`config.mk`:
```
export PLATFORM = sky130hd
export DESIGN_NAME = axi_mmio_console
export DESIGN_NICKNAME = d
export VERILOG_FILES = /design/src/rtl/mmio_pkg.sv /design/src/rtl/mmio_byte_fifo.sv /design/src/rtl/axi_mmio_console.sv
export SDC_FILE = /design/constraint.sdc
export NUM_CORES = 1
export LEC_CHECK = 0
export CAP_MARGIN = 20
export CORE_ASPECT_RATIO = 0.9
export CORE_UTILIZATION = 50
export DETAILED_ROUTE_END_ITERATION = 7
export PLACE_DENSITY = 0.78
export SYNTH_ARGS = -nofsm -noshare
export SYNTH_HDL_FRONTEND = slang
export SYNTH_SLANG_ARGS = --single-unit
```
`constraint.sdc`:
```
create_clock -name clk -period 5.82 [get_ports clk]
set_clock_uncertainty 0.1 [all_clocks]
set_input_delay 0.873 -clock clk [delete_from_list [all_inputs] [get_ports clk]]
set_output_delay 0.873 -clock clk [all_outputs]
set_load 0.02 [all_outputs]
```
`src/rtl/mmio_pkg.sv`:
```
// Shared constants, state encodings and the write-request record for the MMIO console slave.
package mmio_pkg;

    localparam logic [31:0] DEF_CONSOLE_ADDR = 32'h1000_0000;
    localparam logic [31:0] DEF_PASS_ADDR    = 32'h2000_0000;
    localparam logic [31:0] DEF_PASS_MAGIC   = 32'd123456789;
    localparam logic [31:0] RDATA_UNMAPPED   = 32'hDEAD_BEEF;
    localparam logic [31:0] STATUS_OFFSET    = 32'd4;

    typedef enum logic [1:0] {
        W_IDLE    = 2'd0,
        W_COLLECT = 2'd1,
        W_EXEC    = 2'd2,
        W_RESP    = 2'd3
    } w_state_t;

    typedef enum logic {
        R_IDLE = 1'b0,
        R_DATA = 1'b1
    } r_state_t;

    // Latched AW/W contents of the single outstanding write
    typedef struct packed {
        logic [31:0] addr;
        logic [31:0] data;
        logic [3:0]  strb;
    } wr_req_t;

    // Status register layout: bit 8 = full, bits 7:0 = entry count
    function automatic logic [31:0] status_word(input logic full, input logic [7:0] level);
        return {23'b0, full, level};
    endfunction

endpackage

```
`src/rtl/mmio_byte_fifo.sv`:
```
// Byte FIFO feeding the console stream. Head byte comes straight from flops so it
// holds steady while the consumer stalls; full is the registered count, so a pop
// while full does not free a slot for a push in the same cycle.
module mmio_byte_fifo #(
    parameter int DEPTH = 16
) (
    input  logic       clk,
    input  logic       resetn,
    input  logic       i_push,
    input  logic [7:0] i_data,
    input  logic       i_pop,
    output logic       o_valid,
    output logic [7:0] o_data,
    output logic [7:0] o_level,
    output logic       o_full,
    output logic       o_empty
);

    localparam int AW = $clog2(DEPTH);
    localparam int LW = AW + 1;

    logic [7:0]    r_mem [DEPTH];
    logic [AW-1:0] r_wptr;
    logic [AW-1:0] r_rptr;
    logic [LW-1:0] r_level;
    logic          w_push_ok;
    logic          w_pop_ok;

    assign o_full    = (r_level == LW'(DEPTH));
    assign o_empty   = (r_level == '0);
    assign o_valid   = !o_empty;
    assign o_data    = o_valid ? r_mem[r_rptr] : 8'h00;
    assign o_level   = 8'(r_level);
    assign w_push_ok = i_push && !o_full;
    assign w_pop_ok  = i_pop && !o_empty;

    // Storage array; contents are don't-care until the level says otherwise
    always_ff @(posedge clk) begin
        if (w_push_ok) r_mem[r_wptr] <= i_data;
    end

    // Pointers wrap naturally (DEPTH is a power of two); level tracked separately
    always_ff @(posedge clk or negedge resetn) begin
        if (!resetn) begin
            r_wptr  <= '0;
            r_rptr  <= '0;
            r_level <= '0;
        end else begin
            if (w_push_ok) r_wptr <= r_wptr + 1'b1;
            if (w_pop_ok)  r_rptr <= r_rptr + 1'b1;
            case ({w_push_ok, w_pop_ok})
                2'b10:   r_level <= r_level + 1'b1;
                2'b01:   r_level <= r_level - 1'b1;
                default: r_level <= r_level;
            endcase
        end
    end

endmodule

```
`src/rtl/axi_mmio_console.sv`:
```
// AXI4-lite MMIO slave: console byte TX FIFO, sticky test-pass flag and an
// unmapped-access flag. Independent single-outstanding write and read engines.
module axi_mmio_console
    import mmio_pkg::*;
#(
    parameter int          FIFO_DEPTH   = 16,
    parameter logic [31:0] CONSOLE_ADDR = DEF_CONSOLE_ADDR,
    parameter logic [31:0] PASS_ADDR    = DEF_PASS_ADDR,
    parameter logic [31:0] PASS_MAGIC   = DEF_PASS_MAGIC
) (
    input  logic        clk,
    input  logic        resetn,
    input  logic        mem_axi_awvalid,
    output logic        mem_axi_awready,
    input  logic [31:0] mem_axi_awaddr,
    input  logic [2:0]  mem_axi_awprot,
    input  logic        mem_axi_wvalid,
    output logic        mem_axi_wready,
    input  logic [31:0] mem_axi_wdata,
    input  logic [3:0]  mem_axi_wstrb,
    output logic        mem_axi_bvalid,
    input  logic        mem_axi_bready,
    input  logic        mem_axi_arvalid,
    output logic        mem_axi_arready,
    input  logic [31:0] mem_axi_araddr,
    input  logic [2:0]  mem_axi_arprot,
    output logic        mem_axi_rvalid,
    input  logic        mem_axi_rready,
    output logic [31:0] mem_axi_rdata,
    output logic        tx_valid,
    output logic [7:0]  tx_data,
    input  logic        tx_ready,
    output logic        tests_passed,
    output logic        bad_access
);

    localparam logic [31:0] STATUS_ADDR = CONSOLE_ADDR + STATUS_OFFSET;

    w_state_t    r_wstate, w_wstate_nxt;
    r_state_t    r_rstate, w_rstate_nxt;
    wr_req_t     r_req;
    logic        r_aw_got, r_w_got;
    logic        r_awready, r_wready, r_arready;
    logic [31:0] r_rdata;
    logic        r_tests_passed, r_bad_access;

    logic        w_aw_hs, w_w_hs, w_ar_hs;
    logic        w_exec, w_is_console, w_is_pass, w_console_push, w_pass_hit, w_exec_done;
    logic        w_fifo_push, w_fifo_pop, w_fifo_full, w_fifo_empty, w_fifo_valid;
    logic [7:0]  w_fifo_data, w_fifo_level;
    logic [31:0] w_rd_data;
    logic        w_rd_bad;
    logic        w_unused;

    assign w_aw_hs        = mem_axi_awvalid && r_awready;
    assign w_w_hs         = mem_axi_wvalid && r_wready;
    assign w_ar_hs        = mem_axi_arvalid && r_arready;

    assign w_exec         = (r_wstate == W_EXEC);
    assign w_is_console   = (r_req.addr == CONSOLE_ADDR);
    assign w_is_pass      = (r_req.addr == PASS_ADDR);
    assign w_console_push = w_is_console && r_req.strb[0];
    assign w_pass_hit     = w_is_pass && (r_req.data == PASS_MAGIC) && (r_req.strb == 4'hF);
    // A console byte with a full FIFO holds the write in EXEC until a slot opens
    assign w_exec_done    = w_exec && !(w_console_push && w_fifo_full);
    assign w_fifo_push    = w_exec && w_console_push && !w_fifo_full;
    assign w_fifo_pop     = w_fifo_valid && tx_ready;

    assign mem_axi_awready = r_awready;
    assign mem_axi_wready  = r_wready;
    assign mem_axi_bvalid  = (r_wstate == W_RESP);
    assign mem_axi_arready = r_arready;
    assign mem_axi_rvalid  = (r_rstate == R_DATA);
    assign mem_axi_rdata   = r_rdata;
    assign tx_valid        = w_fifo_valid;
    assign tx_data         = w_fifo_data;
    assign tests_passed    = r_tests_passed;
    assign bad_access      = r_bad_access;
    assign w_unused        = ^{mem_axi_awprot, mem_axi_arprot, w_fifo_empty};

    mmio_byte_fifo #(
        .DEPTH (FIFO_DEPTH)
    ) u_fifo (
        .clk     (clk),
        .resetn  (resetn),
        .i_push  (w_fifo_push),
        .i_data  (r_req.data[7:0]),
        .i_pop   (w_fifo_pop),
        .o_valid (w_fifo_valid),
        .o_data  (w_fifo_data),
        .o_level (w_fifo_level),
        .o_full  (w_fifo_full),
        .o_empty (w_fifo_empty)
    );

    // Write FSM state register
    always_ff @(posedge clk or negedge resetn) begin
        if (!resetn) r_wstate <= W_IDLE;
        else         r_wstate <= w_wstate_nxt;
    end

    // Write FSM next state: collect AW and W in any order, execute, then respond
    always_comb begin
        w_wstate_nxt = r_wstate;
        unique case (r_wstate)
            W_IDLE:    if (mem_axi_awvalid || mem_axi_wvalid) w_wstate_nxt = W_COLLECT;
            W_COLLECT: if ((r_aw_got || w_aw_hs) && (r_w_got || w_w_hs)) w_wstate_nxt = W_EXEC;
            W_EXEC:    if (w_exec_done) w_wstate_nxt = W_RESP;
            W_RESP:    if (mem_axi_bready) w_wstate_nxt = W_IDLE;
        endcase
    end

    // AW/W ready pulses and request latching; latches clear once the response is taken
    always_ff @(posedge clk or negedge resetn) begin
        if (!resetn) begin
            r_awready <= 1'b0;
            r_wready  <= 1'b0;
            r_aw_got  <= 1'b0;
            r_w_got   <= 1'b0;
            r_req     <= '0;
        end else begin
            r_awready <= 1'b0;
            r_wready  <= 1'b0;
            if (r_wstate == W_IDLE || r_wstate == W_COLLECT) begin
                if (mem_axi_awvalid && !r_aw_got && !r_awready) r_awready <= 1'b1;
                if (mem_axi_wvalid && !r_w_got && !r_wready)    r_wready  <= 1'b1;
            end
            if (w_aw_hs) begin
                r_aw_got   <= 1'b1;
                r_req.addr <= mem_axi_awaddr;
            end
            if (w_w_hs) begin
                r_w_got    <= 1'b1;
                r_req.data <= mem_axi_wdata;
                r_req.strb <= mem_axi_wstrb;
            end
            if (r_wstate == W_RESP && mem_axi_bready) begin
                r_aw_got <= 1'b0;
                r_w_got  <= 1'b0;
            end
        end
    end

    // Read data decode from the live address; status reflects the pre-push level
    always_comb begin
        w_rd_data = RDATA_UNMAPPED;
        w_rd_bad  = 1'b0;
        if (mem_axi_araddr == STATUS_ADDR)       w_rd_data = status_word(w_fifo_full, w_fifo_level);
        else if (mem_axi_araddr == PASS_ADDR)    w_rd_data = {31'b0, r_tests_passed};
        else if (mem_axi_araddr == CONSOLE_ADDR) w_rd_data = 32'h0;
        else                                     w_rd_bad  = 1'b1;
    end

    // Read FSM state register
    always_ff @(posedge clk or negedge resetn) begin
        if (!resetn) r_rstate <= R_IDLE;
        else         r_rstate <= w_rstate_nxt;
    end

    // Read FSM next state: accept address, then hold data until taken
    always_comb begin
        w_rstate_nxt = r_rstate;
        unique case (r_rstate)
            R_IDLE: if (w_ar_hs) w_rstate_nxt = R_DATA;
            R_DATA: if (mem_axi_rready) w_rstate_nxt = R_IDLE;
        endcase
    end

    // AR ready pulse and registered read data
    always_ff @(posedge clk or negedge resetn) begin
        if (!resetn) begin
            r_arready <= 1'b0;
            r_rdata   <= '0;
        end else begin
            r_arready <= (r_rstate == R_IDLE) && mem_axi_arvalid && !r_arready;
            if (w_ar_hs) r_rdata <= w_rd_data;
        end
    end

    // Sticky pass and bad-access flags; only reset clears them
    always_ff @(posedge clk or negedge resetn) begin
        if (!resetn) begin
            r_tests_passed <= 1'b0;
            r_bad_access   <= 1'b0;
        end else begin
            if (w_exec && w_pass_hit) r_tests_passed <= 1'b1;
            if ((w_exec && !w_is_console && !w_is_pass) || (w_ar_hs && w_rd_bad))
                r_bad_access <= 1'b1;
        end
    end

endmodule

```
Yosys cells after proc, flatten, opt, wreduce, memory -nomap -nowiden
Memories as Yosys holds them, arrays and structs flattened.
Cells that the tools add are included.
{"block": "classes", "n_addsub": 4, "n_eq_ne": 17, "n_mux": 26, "bitwise_logic": 1, "n_reduce_logical": 46}
{"op": "$eq 32x29->1 const B", "count": 3}
{"op": "$mux 32", "count": 3}
{"op": "$eq 32x30->1 const B", "count": 2}
{"op": "$eq 32x27->1 const B", "count": 1}
{"op": "$logic_and 1x1->1", "count": 25}
{"op": "$mux 1", "count": 15}
{"op": "$logic_not 1->1", "count": 10}
{"op": "$pmux 5 s2", "count": 1}
{"op": "$add 4x1->4 const B", "count": 2}
{"op": "$mux 2", "count": 4}
{"op": "$mux 8", "count": 1}
{"op": "$pmux 2 s4", "count": 1}
{"op": "$eq 2x2->1 const B", "count": 3}
{"op": "$reduce_bool 2->1", "count": 3}
{"op": "$add 5x1->5 const B", "count": 1}
{"op": "$eq 5x5->1 const B", "count": 1}
{"op": "$logic_not 5->1", "count": 1}
{"op": "$logic_or 1x1->1", "count": 5}
{"op": "$sub 5x1->5 const B", "count": 1}
{"op": "$eq 2x1->1 const B", "count": 2}
{"op": "$eq 4x4->1 const B", "count": 1}
{"op": "$ne 2x1->1 const B", "count": 2}
{"op": "$ne 2x2->1 const B", "count": 2}
{"op": "$reduce_and 4->1", "count": 1}
{"op": "3 further kinds", "count": 3}
{"block": "word_totals", "ff_bits": 123, "ramBits": 128, "input_bits": 114, "out_inout_bits": 48, "elab_cells": 111, "n_memories": 1}
{"name": "u_fifo.r_mem", "words": 16, "width": 8, "read_ports": 1, "rd_ports_with_merged_regs": 0, "wr": 1, "line": "mmio_byte_fifo.sv:22", "source": "logic [7:0] r_mem [DEPTH];"}

Depth between registers and ports, before layout
{"block": "depth", "ltp_word": 7, "ltp_mapped": 13}

By module
A second synthesis with hierarchy kept.
{"block": "hier_totals", "hier_cells": 590, "hier_area_um2": 9718.1}
{"mod": "mmio_byte_fifo", "n_inst": 1, "cells_each": 313, "area_each_um2": 5894.4, "seq_area_each_um2": 4169.0}
{"mod": "axi_mmio_console", "n_inst": 1, "cells_each": 277, "area_each_um2": 3823.7, "seq_area_each_um2": 2202.1}

Worst setup path after synthesis
No wires, ideal clock.
{"block": "synth_timing", "path_type": "reg2reg", "start": "reg u_fifo.r_level[2]", "end": "reg u_fifo.r_level[4]", "setup_ps": 129, "arrival_time_ps": 2762, "required_time_ps": 5591, "slack_ps": 2829, "path_stages_with_launch": 14, "path_cell_list": "dfrtp_1 -> buf_2 -> nor4_1 -> nand2b_1 -> and2_1 -> clkbuf_1 -> ha_1 -> clkbuf_1 -> xor2_1 -> ha_1 -> o211a_1 -> o31ai_1 -> a31oi_1 -> xor2_1"}
{"block": "synth_via", "elab_chain_cells": 6}
{"item": "start: declaration", "line": "mmio_byte_fifo.sv:25", "source": "logic [LW-1:0] r_level;"}
{"item": "start signal: assignment", "line": "mmio_byte_fifo.sv:52", "source": "2'b10: r_level <= r_level + 1'b1;"}
{"item": "start signal: assignment", "line": "mmio_byte_fifo.sv:53", "source": "2'b01: r_level <= r_level - 1'b1;"}
{"item": "start signal: assignment", "line": "mmio_byte_fifo.sv:54", "source": "default: r_level <= r_level;"}
{"item": "$logic_not 5->1 (*)", "line": "mmio_byte_fifo.sv:30", "source": "assign o_empty = (r_level == '0);"}
{"item": "$logic_not 1->1 (*)", "line": "mmio_byte_fifo.sv:31", "source": "assign o_valid = !o_empty;"}
{"item": "named net tx_valid", "line": "axi_mmio_console.sv:30", "source": "output logic tx_valid,"}
{"item": "$logic_and 1x1->1", "line": "axi_mmio_console.sv:67", "source": "assign w_fifo_pop = w_fifo_valid && tx_ready;"}
{"item": "$logic_and 1x1->1 (*)", "line": "mmio_byte_fifo.sv:35", "source": "assign w_pop_ok = i_pop && !o_empty;"}
{"item": "named net u_fifo.w_pop_ok", "line": "mmio_byte_fifo.sv:27", "source": "logic w_pop_ok;"}
{"item": "$eq 2x1->1 or $eq 2x2->1 (tied branches)", "line": "mmio_byte_fifo.sv:51", "source": "case ({w_push_ok, w_pop_ok})"}
{"item": "$pmux 5 s2 or $reduce_bool 2->1 (tied branches)"}
The timed path passes the listed nets; every way through them passes the cells marked *.
A chain may end at the register's enable or synchronous reset.

Worst setup path in the final report
{"block": "layout_timing", "start": "reg u_fifo.r_rptr[0]", "end": "out tx_data[3]"}
{"block": "layout_via", "elab_chain_cells": 2}
{"item": "start: declaration", "line": "mmio_byte_fifo.sv:24", "source": "logic [AW-1:0] r_rptr;"}
{"item": "start signal: assignment", "line": "mmio_byte_fifo.sv:50", "source": "if (w_pop_ok) r_rptr <= r_rptr + 1'b1;"}
{"item": "$mem_v2 16x8"}
{"item": "$mux 8", "line": "mmio_byte_fifo.sv:32", "source": "assign o_data = o_valid ? r_mem[r_rptr] : 8'h00;"}
{"item": "end: declaration", "line": "axi_mmio_console.sv:31", "source": "output logic [7:0] tx_data,"}
No other way between the ends.

==> impl_metrics.json <==
{
  "run_status": "complete, no violations",
  "fmax_mhz": 240.8,
  "hold_violations": 0,
  "layout_common_cells": "clkdlybuf4s50_1 (148), edfxtp_1 (128), dfrtp_1 (97), mux2_2 (71), mux4_2 (32)",
  "setup.worst_path.class": "reg2out",
  "path_cells": "buf_4 -> mux4_2 -> mux2i_1 -> o22ai_1 -> clkdlybuf4s50_1",
  "cts_tree": "yes",
  "post_cts_buffers": 0,
  "crit_path_top_delay_cell": "dfrtp_2",
  "final_util": 0.6388,
  "synth-edff-count": 128,
  "clock_path_buffers": 3,
  "rsz0062_at_grt": "no",
  "via_per_inst": 5.545,
  "relSlewSlack": 0.3380,
  "pin_count": 162,
  "synth_cell_types": 49,
  "drc": 0,
  "numPortBuffers": 149,
  "async_flop_share": 0.4336,
  "vdd_ir_drop_max_mv": 0.2728,
  "drt-met1-wl_um": 7929,
  "worst_skew_pair.late_latency_ns": 0.52,
  "clk_pin_slew_ns": 0.06,
  "grt-ovfl-total": 0,
  "cp.arrival_ns": 3.18,
  "core_um2": 18470,
  "drtAntennaViolNets": 0,
  "fin_setup_tns_ns": 0,
  "synth.yosys.seq_area_share": 0.6667,
  "yosys.area.top_type": "edfxtp_1",
  "htreeDepth": 1,
  "slew_violations": 0,
  "required_ns": 4.85,
  "top_layer": "met4",
  "endpoint_kind": "primary output",
  "synth_area_per_cell_um2": 16.80,
  "cp_top_family": "buffers and inverters",
  "maxCapViolCount": 0,
  "routedWlPerCell_um": 20.52,
  "synth_area_um2": 9444,
  "layout_min_cycle_time_ns": 4.153,
  "ctsHoldBuffers": 0,
  "cts_resized": 0,
  "grt_max_degree": 59,
  "synthTopCellsByArea": "edfxtp_1 (41%), dfrtp_1 (26%), mux2_2 (8.5%), mux4_2 (7.6%), buf_4 (2.1%)",
  "synth-main-ff-cell": "edfxtp_1",
  "wirelength_um": 19620,
  "hp-class": "in2async",
  "cp-start-kind": "register",
  "timing.critical_path.slowest_cell_delay_ns": 0.92,
  "dr.pass1.iters": 4,
  "clock_sinks": 226,
  "setup_viol": 0,
  "vias": 5301,
  "diodes": 0,
  "num_rows": 47,
  "nets": 821,
  "cp_max_fo": 26,
  "synth_seq_cells": 226,
  "postLayoutCellArea_um2": 11800,
  "met2WireLength_um": 9650,
  "syn2layout_area_growth_pct": 24.91,
  "drt_iter0_drc": 290,
  "hpwlAfterDp_um": 13210,
  "start_util": 0.5115,
  "power.density_cell_area_nw_per_um2": 477.4,
  "yosysTopAreaCellShare": 0.4070,
  "totalPowerFinal_w": 0.005631,
  "cellLeakagePower_nw": 4.393,
  "synth_cells": 562,
  "fin_crit_sh": 0.7136,
  "gp_congestion": 0.7944,
  "die_w_um": 146.9,
  "die_y_um": 132.4,
  "placed_area_um2": 10990,
  "grt_pass1_wl_um": 31680,
  "critical_path_buf_inv_count": 2,
  "wl_met3_um": 1551,
  "worst_pin_slew_ns": 0.9931,
  "antenna_found_initial": 1,
  "yosysWarnings": 0,
  "root_buffer": "clkbuf_16",
  "final_common_cell": "clkdlybuf4s50_1",
  "gr-usage-all-layers": 0.2113,
  "cts_buffers": 24,
  "grt_pass1_vias": 5834,
  "layout-drive-gt1-share": 0.2152,
  "dieArea_um2": 19440
}
stage by stage:
step,hold WS (ns),setup slack [ns],cells
6_report,0.2372,1.667,956
5_1_grt,0.2773,1.491,956
4_1_cts,0.2481,1.590,956
3_5_place_dp,0.3455,2.141,913
3_3_place_gp,0.3413,2.151,912
2_1_floorplan,0.3360,2.829,567
final timing paths:
path                                         startpoint                            end  slack, ns  cells after the start
max                        u_fifo.r_rptr[0]$_DFFE_PN0P_                     tx_data[3]       1.67                      5
min                                              resetn          r_req[36]$_DFFE_PN0P_       0.24                      1
max reg2reg                       r_req[59]$_DFFE_PN0P_  u_fifo.r_level[4]$_DFFE_PN0P_       2.13                     11
min reg2reg                   mem_axi_awready$_DFF_PN0_      mem_axi_awready$_DFF_PN0_       0.36                      1
max in group asynchronous                        resetn          r_req[10]$_DFFE_PN0P_       4.24                      2
min in group clk              mem_axi_awready$_DFF_PN0_      mem_axi_awready$_DFF_PN0_       0.36                      1
cell families after synthesis:
logic type | Yosys count | share of synthesized area
buf+inv | 60 | 0.03564
mux | 121 | 0.1800
xor+xnor | 13 | 0.01206
flops | 226 | 0.6667
fa+ha+maj | 13 | 0.01722
compound gates | 37 | 0.02849
simple gates | 91 | 0.05949
other cells | 1 | 0.0003971
where the power goes:
part | internal [W] | switching, W
registers | 0.00214 | 0.000437
logic | 0.000885 | 0.000647
clock network | 0.000926 | 0.000600
total | 0.00395 | 0.00168
layout make-up:
type	count	area, µm²
clock buffers	34	740.7
inverters	7	26.28
well taps	245	306.5
fillers	1270	6669
multi-input cells	281	2831
flip-flops and latches	226	6297
repair buffers	154	1524
clock inverters	9	70.07
Yosys cell counts, drive strengths merged, types with 4 or more instances:
master,number
dfrtp,98
a221o,4
o22ai,9
nand2,11
nand2b,4
nor4b,4
mux2,71
nand4,8
ha,13
nor2,13
inv,7
xnor2,6
buf,42
nor4,17
and3,13
mux2i,18
edfxtp,128
and2,5
clkbuf,11
xor2,7
mux4,32
o21ai,5
flip-flops by register name, summed over array words and instances, names as in the netlist:
register         flops
bad_access           1
mem_axi_arready      1
mem_axi_awready      1
mem_axi_rdata        7
mem_axi_rvalid       1
mem_axi_wready       1
r_aw_got             1
r_req               68
r_w_got              1
r_wstate             2
tests_passed         1
u_fifo.r_level       5
u_fifo.r_mem       128
u_fifo.r_rptr        4
u_fifo.r_wptr        4
layer usage:
| metal | GRT usage | up-vias |
|---|---|---|
| met1 | 0.2650 | 2686 |
| li1 | - | 2394 |
| met3 | 0.06644 | 44 |
| met4 | 0.06192 | 0 |
| met5 | 0 | - |
| met2 | 0.3526 | 177 |
(Power assumes the default switching activity.)
